==> config.mk <==
export PLATFORM = sky130hd
export DESIGN_NAME = multicycle_cu
export DESIGN_NICKNAME = d
export VERILOG_FILES = /design/src/rtl/cu_pkg.sv /design/src/rtl/cu_decode.sv /design/src/rtl/multicycle_cu.sv
export SDC_FILE = /design/constraint.sdc
export NUM_CORES = 1
export LEC_CHECK = 0
export ABC_AREA = 0
export BUFFER_PORTS_ARGS = -buffer_cell sky130_fd_sc_hd__buf_4
export CORE_MARGIN = 1
export CORE_UTILIZATION = 53
export DETAILED_ROUTE_END_ITERATION = 6
export PLACE_DENSITY = 0.85
export SLEW_MARGIN = 5
export SYNTH_ARGS = -nofsm -noshare
export SYNTH_HDL_FRONTEND = slang
export SYNTH_SLANG_ARGS = --single-unit
==> constraint.sdc <==
create_clock -name clk -period 2.14 [get_ports clk]
set_input_delay 0.642 -clock clk [delete_from_list [all_inputs] [get_ports clk]]
set_output_delay 0.642 -clock clk [all_outputs]
set_load 0.01 [all_outputs]
==> src/rtl/cu_pkg.sv <==
// Shared definitions for the multicycle control unit: FSM states, ALU codes,
// opcode and function-code constants.
package cu_pkg;

    typedef enum logic [1:0] {
        ST_IDLE      = 2'd0,
        ST_DECODE    = 2'd1,
        ST_EXECUTE   = 2'd2,
        ST_WRITEBACK = 2'd3
    } cu_state_e;

    localparam int CNT_W = 4;

    localparam logic [3:0] ALU_AND = 4'b0000;
    localparam logic [3:0] ALU_OR  = 4'b0001;
    localparam logic [3:0] ALU_ADD = 4'b0010;
    localparam logic [3:0] ALU_SUB = 4'b0110;
    localparam logic [3:0] ALU_SLL = 4'b0011;
    localparam logic [3:0] ALU_SRL = 4'b0100;
    localparam logic [3:0] ALU_NOP = 4'b1111;

    localparam logic [5:0] OPC_RTYPE = 6'b000000;
    localparam logic [5:0] OPC_NOP   = 6'b111111;

    localparam logic [5:0] FN_ADD = 6'b100000;
    localparam logic [5:0] FN_SUB = 6'b100010;
    localparam logic [5:0] FN_AND = 6'b100100;
    localparam logic [5:0] FN_OR  = 6'b100101;
    localparam logic [5:0] FN_SLL = 6'b000000;
    localparam logic [5:0] FN_SRL = 6'b000010;

endpackage

==> src/rtl/cu_decode.sv <==
// Combinational instruction decoder: opcode/fn_code -> ALU code, legal and nop flags.
// Shift decoding is present only when MULTICYCLE_CU_SHIFT_EN is defined.
module cu_decode
    import cu_pkg::*;
#(
    parameter int OP_W   = 6,
    parameter int FN_W   = 6,
    parameter int ALUC_W = 4
) (
    input  logic [OP_W-1:0]   opcode,
    input  logic [FN_W-1:0]   fn_code,
    output logic [ALUC_W-1:0] alu_code,
    output logic              legal,
    output logic              nop
);

    function automatic logic [ALUC_W-1:0] zext_code(input logic [3:0] code);
        return ALUC_W'(code);
    endfunction

    logic       is_rtype_s;
    logic       is_nop_s;
    logic       fn_ok_s;
    logic [3:0] fn_code_s;

    assign is_rtype_s = (opcode == OP_W'(OPC_RTYPE));
    assign is_nop_s   = (opcode == {OP_W{1'b1}});

    // R-type function table
    always_comb begin
        fn_code_s = ALU_NOP;
        fn_ok_s   = 1'b0;
        case (fn_code)
            FN_W'(FN_ADD): begin fn_code_s = ALU_ADD; fn_ok_s = 1'b1; end
            FN_W'(FN_SUB): begin fn_code_s = ALU_SUB; fn_ok_s = 1'b1; end
            FN_W'(FN_AND): begin fn_code_s = ALU_AND; fn_ok_s = 1'b1; end
            FN_W'(FN_OR):  begin fn_code_s = ALU_OR;  fn_ok_s = 1'b1; end
`ifdef MULTICYCLE_CU_SHIFT_EN
            FN_W'(FN_SLL): begin fn_code_s = ALU_SLL; fn_ok_s = 1'b1; end
            FN_W'(FN_SRL): begin fn_code_s = ALU_SRL; fn_ok_s = 1'b1; end
`endif
            default:       begin fn_code_s = ALU_NOP; fn_ok_s = 1'b0; end
        endcase
    end

    // Opcode class selects between NOP, R-type and illegal
    always_comb begin
        alu_code = zext_code(ALU_NOP);
        legal    = 1'b0;
        nop      = 1'b0;
        if (is_nop_s) begin
            alu_code = zext_code(ALU_NOP);
            legal    = 1'b1;
            nop      = 1'b1;
        end else if (is_rtype_s && fn_ok_s) begin
            alu_code = zext_code(fn_code_s);
            legal    = 1'b1;
            nop      = 1'b0;
        end else begin
            alu_code = zext_code(ALU_NOP);
            legal    = 1'b0;
            nop      = 1'b0;
        end
    end

endmodule

==> src/rtl/multicycle_cu.sv <==
// Multicycle control unit: IDLE -> DECODE -> EXECUTE -> WRITEBACK with registered outputs.
// Optional shift decode enabled by defining MULTICYCLE_CU_SHIFT_EN.
module multicycle_cu
    import cu_pkg::*;
#(
    parameter int OP_W      = 6,
    parameter int FN_W      = 6,
    parameter int ALUC_W    = 4,
    parameter int EX_CYCLES = 1
) (
    input  logic              clk,
    input  logic              rst,
    input  logic              instr_valid,
    output logic              instr_ready,
    input  logic [OP_W-1:0]   opcode,
    input  logic [FN_W-1:0]   fn_code,
    output logic              RegWrite,
    output logic              ALUtoReg,
    output logic [ALUC_W-1:0] alu_control,
    output logic              busy,
    output logic              illegal,
    output logic              done
);

    localparam logic [CNT_W-1:0]  EX_LOAD  = CNT_W'(EX_CYCLES - 1);
    localparam logic [ALUC_W-1:0] ALUC_NOP = ALUC_W'(ALU_NOP);

    cu_state_e         state_r, state_nxt_s;
    logic [CNT_W-1:0]  cnt_r, cnt_nxt_s;
    logic [OP_W-1:0]   opcode_r;
    logic [FN_W-1:0]   fn_r;

    logic              ready_r, regwrite_r, alutoreg_r, busy_r, illegal_r, done_r;
    logic [ALUC_W-1:0] aluc_r;
    logic              ready_nxt_s, regwrite_nxt_s, alutoreg_nxt_s, busy_nxt_s;
    logic              illegal_nxt_s, done_nxt_s;
    logic [ALUC_W-1:0] aluc_nxt_s;

    logic              hs_s;
    logic [ALUC_W-1:0] dec_alu_s;
    logic              dec_legal_s, dec_nop_s;

    // ready_r is low for the first edge after reset, so no accept can happen then
    assign hs_s = instr_valid && ready_r;

    cu_decode #(
        .OP_W   (OP_W),
        .FN_W   (FN_W),
        .ALUC_W (ALUC_W)
    ) u_decode (
        .opcode   (opcode_r),
        .fn_code  (fn_r),
        .alu_code (dec_alu_s),
        .legal    (dec_legal_s),
        .nop      (dec_nop_s)
    );

    // Next state, counter and next registered outputs
    always_comb begin
        state_nxt_s    = state_r;
        cnt_nxt_s      = cnt_r;
        regwrite_nxt_s = 1'b0;
        done_nxt_s     = 1'b0;
        illegal_nxt_s  = 1'b0;
        alutoreg_nxt_s = alutoreg_r;
        aluc_nxt_s     = aluc_r;
        case (state_r)
            ST_IDLE: begin
                alutoreg_nxt_s = 1'b0;
                aluc_nxt_s     = ALUC_NOP;
                if (hs_s) begin
                    state_nxt_s = ST_DECODE;
                end else begin
                    state_nxt_s = ST_IDLE;
                end
            end
            ST_DECODE: begin
                cnt_nxt_s = EX_LOAD;
                if (!dec_legal_s) begin
                    state_nxt_s    = ST_IDLE;
                    illegal_nxt_s  = 1'b1;
                    alutoreg_nxt_s = 1'b0;
                    aluc_nxt_s     = ALUC_NOP;
                end else if (dec_nop_s) begin
                    state_nxt_s    = ST_WRITEBACK;
                    done_nxt_s     = 1'b1;
                    alutoreg_nxt_s = 1'b0;
                    aluc_nxt_s     = ALUC_NOP;
                end else begin
                    state_nxt_s    = ST_EXECUTE;
                    alutoreg_nxt_s = 1'b1;
                    aluc_nxt_s     = dec_alu_s;
                end
            end
            ST_EXECUTE: begin
                if (cnt_r == {CNT_W{1'b0}}) begin
                    state_nxt_s    = ST_WRITEBACK;
                    regwrite_nxt_s = 1'b1;
                    done_nxt_s     = 1'b1;
                end else begin
                    cnt_nxt_s = cnt_r - {{(CNT_W-1){1'b0}}, 1'b1};
                end
            end
            ST_WRITEBACK: begin
                state_nxt_s    = ST_IDLE;
                cnt_nxt_s      = {CNT_W{1'b0}};
                alutoreg_nxt_s = 1'b0;
                aluc_nxt_s     = ALUC_NOP;
            end
            default: begin
                state_nxt_s    = ST_IDLE;
                cnt_nxt_s      = {CNT_W{1'b0}};
                alutoreg_nxt_s = 1'b0;
                aluc_nxt_s     = ALUC_NOP;
            end
        endcase
    end

    // Ready/busy follow the state being entered so they line up with it
    always_comb begin
        if (state_nxt_s == ST_IDLE) begin
            ready_nxt_s = 1'b1;
            busy_nxt_s  = 1'b0;
        end else begin
            ready_nxt_s = 1'b0;
            busy_nxt_s  = 1'b1;
        end
    end

    // State, counter and latched instruction
    always_ff @(posedge clk) begin
        if (rst) begin
            state_r  <= ST_IDLE;
            cnt_r    <= {CNT_W{1'b0}};
            opcode_r <= {OP_W{1'b0}};
            fn_r     <= {FN_W{1'b0}};
        end else begin
            state_r <= state_nxt_s;
            cnt_r   <= cnt_nxt_s;
            if (hs_s) begin
                opcode_r <= opcode;
                fn_r     <= fn_code;
            end
        end
    end

    // Registered outputs
    always_ff @(posedge clk) begin
        if (rst) begin
            ready_r    <= 1'b0;
            regwrite_r <= 1'b0;
            alutoreg_r <= 1'b0;
            aluc_r     <= ALUC_NOP;
            busy_r     <= 1'b0;
            illegal_r  <= 1'b0;
            done_r     <= 1'b0;
        end else begin
            ready_r    <= ready_nxt_s;
            regwrite_r <= regwrite_nxt_s;
            alutoreg_r <= alutoreg_nxt_s;
            aluc_r     <= aluc_nxt_s;
            busy_r     <= busy_nxt_s;
            illegal_r  <= illegal_nxt_s;
            done_r     <= done_nxt_s;
        end
    end

    assign instr_ready = ready_r;
    assign RegWrite    = regwrite_r;
    assign ALUtoReg    = alutoreg_r;
    assign alu_control = aluc_r;
    assign busy        = busy_r;
    assign illegal     = illegal_r;
    assign done        = done_r;

endmodule

# --- Yosys cells after proc, flatten, opt, wreduce, memory -nomap -nowiden ---
# Index checks and enable logic that the tools add are counted.
# W data, S select, Z words.
word_totals:
  out_inout_bits: 10
  elab_cells: 64
  reg_bits: 28
  inputBits: 15
op_classes:
  bitwise_logic: 2
  muxes: 27
  eq_ne: 9
  n_addsub: 1
  reduce_logical: 14
ops:
  columns: ["operator", "count"]
  rows:
  - ["$eq A6 B6 Y1 const B", 5]
  - ["$mux W4", 5]
  - ["$pmux W4 S2", 2]
  - ["$pmux W4 S4", 1]
  - ["$mux W1", 14]
  - ["$pmux W2 S4", 1]
  - ["$reduce_or A2 Y1", 4]
  - ["$logic_not A6 Y1", 1]
  - ["$eq A2 B2 Y1 const B", 2]
  - ["$logic_not A2 Y1", 2]
  - ["$logic_not A4 Y1", 1]
  - ["$mux W2", 2]
  - ["$pmux W1 S2", 2]
  - ["$reduce_bool A2 Y1", 2]
  - ["$reduce_or A4 Y1", 1]
  - ["$sub A4 B1 Y4 const B", 1]
  - ["$eq A2 B1 Y1 const B", 1]
  - ["$logic_and A1 B1 Y1", 2]
  - ["$ne A2 B2 Y1 const B", 1]
  - ["$not A1 Y1", 2]
  - ["$reduce_and A2 Y1", 1]

# --- Longest topological paths before layout ---
# Gate-level depths: netlist (run 1).
depth:
  word_depth: 10
  ltp_mapped: 6
  mapped_depth_nobuf: 6

# --- Hierarchy ---
# From an unflattened synthesis (run 1), not the netlist that was laid out.
unflattened:
  cells_unflattened: 139
  hier_area_um2: 1252.5
by_module_without_submodules:
  columns: ["module", "area_each_um2", "seq_area_each_um2", "cells_each", "n_inst"]
  rows:
  - ["multicycle_cu", 1157.4, 560.5, 124, 1]
  - ["cu_decode", 95.1, 0.0, 15, 1]

# --- Worst setup path after synthesis (run 1) ---
# Ideal clock, no wire load.
synth_timing:
  path_kind: "reg-to-reg"
  start: "register state_r[0]"
  end: "register busy_r, in the netlist busy"
  stages_incl_launch_ff: 7
  setup_ns: 0.120
  required_ns: 2.020
  path_buffers: 0
  path_slack_ns: 0.607
  arrival_ns: 1.413
  synth_period_minus_slack_ns: 1.533
  path_cell_list: "dfxtp_1 > inv_1 > ha_1 > and4bb_1 > a211oi_1 > o21ai_0 > o31a_1"
synth_between:
  elab_chain_cells: 4
  elab_cells_between_ends: 8
  cone_classes: "3 x eq/ne; 3 x mux; 2 x reduce/logical"
synth_rtl:
  columns: ["item", "line", "source"]
  rows:
  - ["start: declaration", "multicycle_cu.sv:28", "cu_state_e state_r, state_nxt_s;"]
  - ["start signal: assignment", "multicycle_cu.sv:138", "state_r <= state_nxt_s;"]
  - ["$eq A2 B2 Y1, or another cell as far along", "multicycle_cu.sv:67", "case (state_r)"]
  - ["$pmux W2 S4 *", "multicycle_cu.sv:67", null]
  - ["$logic_not A2 Y1 *", "multicycle_cu.sv:121", "if (state_nxt_s == ST_IDLE) begin"]
  - ["$mux W1 *", "multicycle_cu.sv:121", null]
  - ["end signal: assignment", "multicycle_cu.sv:162", "busy_r <= busy_nxt_s;"]
  - ["end: declaration", "multicycle_cu.sv:33", "logic ready_r, regwrite_r, alutoreg_r, busy_r, illegal_r, done_r;"]
# Every way passes the cells marked *; elsewhere a longest branch is shown, timed or not.
# A chain may end at the register's enable or synchronous reset.

# --- Worst setup path in the final report (run 1) ---
# Ends and elaborated chain as after synthesis.

==> run_results.csv, run 1 <==
group,metric,value,unit
run_status,status,"complete, no violations",
clock_network,cts_tree,"done",
worst_setup_path,cp_slowest_cell,"dfxtp_1",
worst_setup_path,crit_family,"compound AO/OA/AOI/OAI gates",
sta,rsz0062_at_grt,"false",
floorplanning,die_y,50.6,µm
sta,finalSetupViolations,0,
global_route,grt_pass1_vias,1001,
sta,timing.final.crit_share,85.5,%
worst_setup_path,path_buf_inv,1,
job,cap_violations,0,
sta,clock_skew,0.0109,ns
yosys,ys_ff_latch,28,
sta,max_freq,0.546,GHz
layout,diodes,0,
layout,fillerInstances,187,
yosys,synth_area_per_cell,8.82,µm²
floorplanning,rows,17,
global_route,grt.total_usage,21.6,%
sta,min_period,1.83,ns
route,route.vias.total,1045,
sta,worst_slew_pin_slew,0.426,ns
placement,place_ws,0.386,ns
power_and_ir_drop,vdd_drop_max,0.418,mV
global_route,grt_max_degree,31,
yosys,yosysTopAreaCell,"dfxtp_1",
sta,setup_tns,0,ns
yosys,synthCells,142,
layout,final_cell_mix,"dfxtp_1, nand2_1, buf_4, a21oi_1, ha_1",
worst_setup_path,cp.arrival,2.06,ns
floorplanning,core,2210,µm²
clock_network,post_cts_buffers,0,
layout,regArea,561,µm²
worst_setup_path,r2r_setup_slack,0.31,ns
global_route,grt_pass1_wl,4110,µm
clock_network,path_clk_slew,0.15,ns
floorplanning,die_w,50.6,µm
layout,layout.nets,188,
global_route,antenna_found_initial,0,
clock_network,cts_buffer_depth,2,
placement,port_buffers,24,
clock_network,cts_max_level,1,
route,drt_first_pass_iters,4,
sta,finalHoldViolations,0,
route,viasPerCell,5.41,
placement,dp_hpwl,1780,µm
route,routedWlPerCell,12.5,µm
layout,fin_area,1490,µm²
yosys,yosysUniqueCellTypes,32,
worst_setup_path,crit_fanout,7,
worst_setup_path,cp.required,2.37,ns
layout,multi_input_area,644,µm²
worst_setup_path,critPathKind,"reg -> reg",
worst_setup_path,startpoint_type,"flip-flop",
placement,routabilityCongestion,0.866,
floorplanning,die-area,2560,µm²
worst_setup_path,max_stage_delay,0.41,ns
sta,setup_slack,0.310,ns
clock_network,hold_buffers,0,
worst_setup_path,crit_path_end_kind,"flip-flop",
clock_network,clk_latency,0.34,ns
global_route,overflow,0,
yosys,synth.area.top_cells,"dfxtp_1, a21oi_1, nand2_1, ha_1, nor2b_1",
worst_setup_path,worstPathCellList,"inv_1, ha_1, and4bb_1, a211oi_1, o21ai_0, o31a_1",
power_and_ir_drop,leakagePower,0.572,nW
route,drc,0,
yosys,syn_nets,164,
placement,placed_cell_area,1440,µm²
clock_network,cts_buffers,3,
yosys,ys.warnings.count,0,
floorplanning,start_util,56.6,%
sta,drv_slew,0,
floorplanning,ios,25,
clock_network,cts_resized,0,
route,ant_nets,0,
clock_network,root_buffer,"clkbuf_4",
yosys,netlist_area,1250,µm²
layout,drive_above_1_share,20.6,%
power_and_ir_drop,p_per_area,720,nW/µm²
route,drt_iter0_drc,12,
clock_network,cts.sinks,28,
yosys,seq_area_frac_synth,44.8,%
layout,synthToLayoutAreaGrowth,19.1,%
route,wirelength,2400,µm
sta,fin_hold_ws,0.473,ns
min_path,holdCritPathClass,"reg -> reg",
sta,relSlewSlack,71.5,%
yosys,synth_top_area_share,44.8,%
## path summary, 6_finish.rpt
path                                            start                    to  cells past startpoint
worst min register to register   fn_r[5]$_SDFFE_PP0P_  fn_r[5]$_SDFFE_PP0P_                      2
worst max-delay path            state_r[0]$_SDFF_PP0_       busy$_SDFF_PP0_                      6
worst min-delay path             fn_r[5]$_SDFFE_PP0P_  fn_r[5]$_SDFFE_PP0P_                      2
worst max register to register  state_r[0]$_SDFF_PP0_       busy$_SDFF_PP0_                      6
## report_power, final
part           total [W]  switching [W]  internal (W)
Clock           0.000347       0.000157      0.000190
Sequential      0.000573      0.0000219      0.000551
Combinational   0.000155      0.0000827     0.0000718
Total            0.00107       0.000262      0.000812
## Yosys cell counts
master / instances
a211oi_1: 1
a21oi_1: 21
a31oi_1: 2
and2_1: 2
and2_2: 1
and4bb_1: 1
clkbuf_1: 4
clkbuf_8: 1
dfxtp_1: 28
ha_1: 7
inv_1: 5
nand2_1: 28
nand3_1: 1
nand3b_1: 3
nand4_1: 1
nor2_1: 6
nor2b_1: 5
nor3_1: 4
nor3b_1: 3
nor3b_4: 1
nor4_1: 1
nor4_2: 1
nor4b_1: 1
nor4b_4: 1
o2111ai_2: 1
o21a_1: 1
o21ai_0: 6
o21ba_1: 1
o21bai_1: 1
o31a_1: 1
o41ai_1: 1
or2_2: 1
## cells by family after synthesis
group / share of synthesized area, %
flip-flops: 44.8
AND/OR/NAND/NOR: 27.5
AO/OA/AOI/OAI: 17.0
adder cells (fa/ha/maj): 6.99
buffers and inverters: 3.80
## tightest hold or removal path, delay by kind of cell, from the launching register on
family / cells / cell delay [ns]
AO/OA/AOI/OAI: 1 / 0.05
flip-flops: 1 / 0.34
AND/OR/NAND/NOR: 1 / 0.05
## metal layers
| layer | global-route usage [%] | part of all wire, % | wire [µm] |
|---|---|---|---|
| met3 | 2.73 | 2.4 | 58 |
| met4 | 9.72 | 1.8 | 44 |
| met1 | 23.0 | 44 | 1050 |
| met2 | 41.6 | 52 | 1250 |
| met5 | 0 | 0 | 0 |
## sequential cells by signal, indices dropped and copies added, names as in the netlist
signal	cells
state_r	2
cnt_r	4
RegWrite	1
fn_r	6
busy	1
illegal	1
instr_ready	1
done	1
opcode_r	6
ALUtoReg	1
alu_control	4
## stage by stage
stage               total power [W]  instances  util, %
global route                0.00112        193     67.4
detailed placement         0.000738        189     65.0
floorplan                  0.000685        142        -
global placement           0.000728        189     65.0
finish                      0.00107        193     67.4
CTS                         0.00108        193     67.4
## area by class of cell
cell class,instances,share of cell area [%]
Multi-Input combinational cell,104,43.2
Sequential cell,28,37.6
Timing Repair Buffer,24,12.1
Tap cell,28,2.35
Clock inverter,1,2.01
Clock buffer,3,1.51
Inverter,5,1.26
No activity file was read; power rests on OpenSTA's default activity.
==> run 2, diff against run 1 <==
SYNTH_HIERARCHICAL = 1   (was default)
==> run 2 against run 1 <==
  * Clock skew down 0.0067 ns
  * Worst setup slack improved by 0.036 ns
  * First-iteration DRC count rose by 92%
  * Routed wire length increased by 2.6%
  * Highest routed layer unchanged
  * Critical endpoint is now alu_control[3]$_SDFFE_PP1P_
  * Non-clock buffer count stayed put
  * Global-route usage shrank 0.14 points
  * Largest power group unchanged
  * Fmax rose by 2.0%
  * Via count barely moved
  * Cell area down 2.3%
  * Count of clock-buffer cells in the layout did not move
  * Worst hold slack worse by 0.0011 ns
==> run_results.csv, run 2 <==
group,metric,value,unit
sta,clock_skew,0.00418,ns
power_and_ir_drop,combPwrFrac,11.6,%
floorplanning,die_y,50.6,µm
yosys,synth_compound_area_share,14.0,%
yosys,synth_simple_gate_area_share,30.3,%
sta,min_period,1.79,ns
worst_setup_path,r2r_start,"opcode_r[2]$_SDFFE_PP0P_",
clock_network,post_cts_buffers,0,
clock_network,cts_max_level,1,
worst_setup_path,critPathKind,"reg -> reg",
yosys,yosysTopAreaCell,"dfxtp_1",
yosys,yosysUniqueCellTypes,35,
sta,timing.final.crit_share,83.8,%
yosys,ys.warnings.count,6,
worst_setup_path,cp.arrival,2.02,ns
worst_setup_path,crit_start,"opcode_r[2]$_SDFFE_PP0P_",
route,wirelength,2470,µm
yosys,ys_ff_latch,28,
layout,diodes,0,
layout,layout.nets,183,
clock_network,hold_buffers,0,
worst_setup_path,worstRegToRegCells,6,
min_path,holdCritPathClass,"reg -> reg",
yosys,synth_most_common_cell,"nand2_1",
sta,setup_tns,0,ns
yosys,synth_flop_cell,"dfxtp_1",
global_route,antenna_found_initial,0,
clock_network,cts_tree,"done",
sta,relSlewSlack,67.4,%
placement,place.detailed.instances,185,
worst_setup_path,reg2reg_to,"alu_control[3]$_SDFFE_PP1P_",
worst_setup_path,cp.required,2.37,ns
yosys,synth-edff-count,0,
yosys,seq_area_frac_synth,44.8,%
layout,fin_cells,188,
yosys,synth.area.top_cells,"dfxtp_1, nand2_1, a21oi_1, ha_1, nand2b_1",
power_and_ir_drop,p_sw_share,23.9,%
clock_network,cts_resized,0,
yosys,synthCells,139,
layout,final_cell_mix,"nand2_1, dfxtp_1, buf_4, a21oi_1",
run_status,status,"complete, no violations",
yosys,synth_area_per_cell,9.01,µm²
sta,rsz0062_at_grt,"false",
clock_network,cts.sinks,28,
clock_network,root_buffer,"clkbuf_4",
floorplanning,ios,25,
layout,fillerInstances,193,
clock_network,cts_buffer_depth,2,
yosys,netlist_area,1250,µm²
floorplanning,die_w,50.6,µm
sta,fin_hold_ws,0.472,ns
layout,synthToLayoutAreaGrowth,16.3,%
worst_setup_path,r2r_setup_slack,0.35,ns
yosys,synth_fa_ha_area_share,5.99,%
power_and_ir_drop,internal-power,0.000653,W
power_and_ir_drop,leakagePower,0.531,nW
route,drt_first_pass_iters,4,
yosys,synth_top_family_by_area,"simple AND/OR/NAND/NOR gates",
global_route,grt_max_degree,29,
floorplanning,rows,17,
yosys,synth-xor-area-share,0,%
sta,worst_slew_pin_slew,0.488,ns
power_and_ir_drop,clock_power_share,24.1,%
route,route.vias.total,1046,
worst_setup_path,crit_path_end_kind,"flip-flop",
power_and_ir_drop,vdd_drop_max,0.302,mV
yosys,synth_commonest_cells,"nand2_1, dfxtp_1, a21oi_1",
floorplanning,start_util,56.6,%
sta,drv_slew,0,
job,cap_violations,0,
yosys,syn_nets,160,
clock_network,path_clk_slew,0.14,ns
floorplanning,core,2210,µm²
placement,port_buffers,24,
min_path,hold_depth,2,
global_route,overflow,0,
power_and_ir_drop,switchingPower,0.000204,W
global_route,grt.total_usage,21.5,%
route,drt_iter0_drc,23,
yosys,synth_mux_area_share,0.799,%
route,ant_nets,0,
layout,final_common_cell,"nand2_1",
worst_setup_path,startpoint_type,"flip-flop",
worst_setup_path,crit_fanout,5,
floorplanning,die-area,2560,µm²
placement,routabilityCongestion,0.767,
sta,finalSetupViolations,0,
global_route,grt_pass1_vias,976,
sta,finalHoldViolations,0,
layout,post-route-util,65.8,%
yosys,async_flop_share,0,%
clock_network,clk_latency,0.32,ns
worst_setup_path,critPathCapture,"alu_control[3]$_SDFFE_PP1P_",
power_and_ir_drop,p_per_area,589,nW/µm²
layout,reg.largest.list,"fn_r: 6 flops, opcode_r: 6 flops",
clock_network,cts_buffers,3,
route,routedWlPerCell,13.1,µm
route,viasPerCell,5.56,
layout,drive_above_1_share,22.5,%
global_route,grt_pass1_wl,4130,µm
sta,max_freq,0.557,GHz
power_and_ir_drop,power.share.sequential,64.4,%
yosys,synth_top_area_share,44.8,%
placement,dp_hpwl,1880,µm
route,drc,0,
[run 2: cell types whose count changed in the layout (fill, tap and decap cells not counted), moves of 3 or more]
| cell | delta |
|---|---|
| a21oi_1 | -3 |
| o22ai_1 | +5 |
| nand2b_1 | +5 |
| nor2b_1 | -5 |
| o21ai_0 | -6 |
| or3b_1 | +3 |
| nand3b_1 | -3 |
[run 2: cells by family after synthesis]
family	Yosys count
muxes	1
AOI/OAI and AO/OA	29
DFF	28
and+or+nand+nor	64
buffers and inverters	11
adders and majority gates	6
[run 2: through the flow]
step,cell area [µm²],power [W],setup WS [ns]
floorplan,1250,0.000624,0.597
global placement,1430,0.000658,0.471
detailed placement,1430,0.000663,0.370
CTS,1460,0.000862,0.350
global route,1460,0.000902,0.150
finish,1460,0.000857,0.346
[run 2: power groups by stage]
stage	Combinational, W	Sequential [W]	Clock [W]
floorplan	0.0000613	0.000563	0
global placement	0.0000954	0.000562	0
detailed placement	0.0000993	0.000563	0
CTS	0.0000994	0.000552	0.000211
global route	0.000111	0.000555	0.000236
finish	0.0000991	0.000552	0.000206
[run 2: how the worst min path moves through the flow]
| stage | endpoint | startpoint | slack [ns] |
|---|---|---|---|
| 2_1_floorplan | fn_r[5]$_SDFFE_PP0P_ | fn_r[5]$_SDFFE_PP0P_ | 0.43 |
| 3_3_place_gp | fn_r[5]$_SDFFE_PP0P_ | fn_r[5]$_SDFFE_PP0P_ | 0.44 |
| 3_5_place_dp | fn_r[5]$_SDFFE_PP0P_ | fn_r[5]$_SDFFE_PP0P_ | 0.45 |
| 4_1_cts | fn_r[5]$_SDFFE_PP0P_ | fn_r[5]$_SDFFE_PP0P_ | 0.47 |
| 5_1_grt | fn_r[3]$_SDFFE_PP0P_ | fn_r[3]$_SDFFE_PP0P_ | 0.50 |
| 6_report | fn_r[3]$_SDFFE_PP0P_ | fn_r[3]$_SDFFE_PP0P_ | 0.47 |
[run 2: layout make-up]
class | instances | area (µm²) | area share (%)
tap | 28 | 35.0 | 2.41
clock buffer | 3 | 22.5 | 1.55
sequential | 28 | 561 | 38.5
timing repair buffer | 24 | 180 | 12.4
inverter | 5 | 18.8 | 1.29
multi-input combinational | 100 | 639 | 43.9
[run 2: worst max-delay path, stage by stage, from the launching register on]
cell	delay, ns
dfxtp_1	0.35
nor4_2	0.27
nand3_1	0.18
o22ai_1	0.35
nand4bb_1	0.28
o22ai_1	0.20
nand2b_1	0.07
[run 2: metal layers]
metal | up-vias | track usage [%] | part of all wire, %
met5 | - | 0 | 0
met4 | 0 | 9.72 | 1.4
met2 | 22 | 41.3 | 54
met1 | 494 | 22.8 | 42
li1 | 526 | - | -
met3 | 4 | 2.73 | 2.6
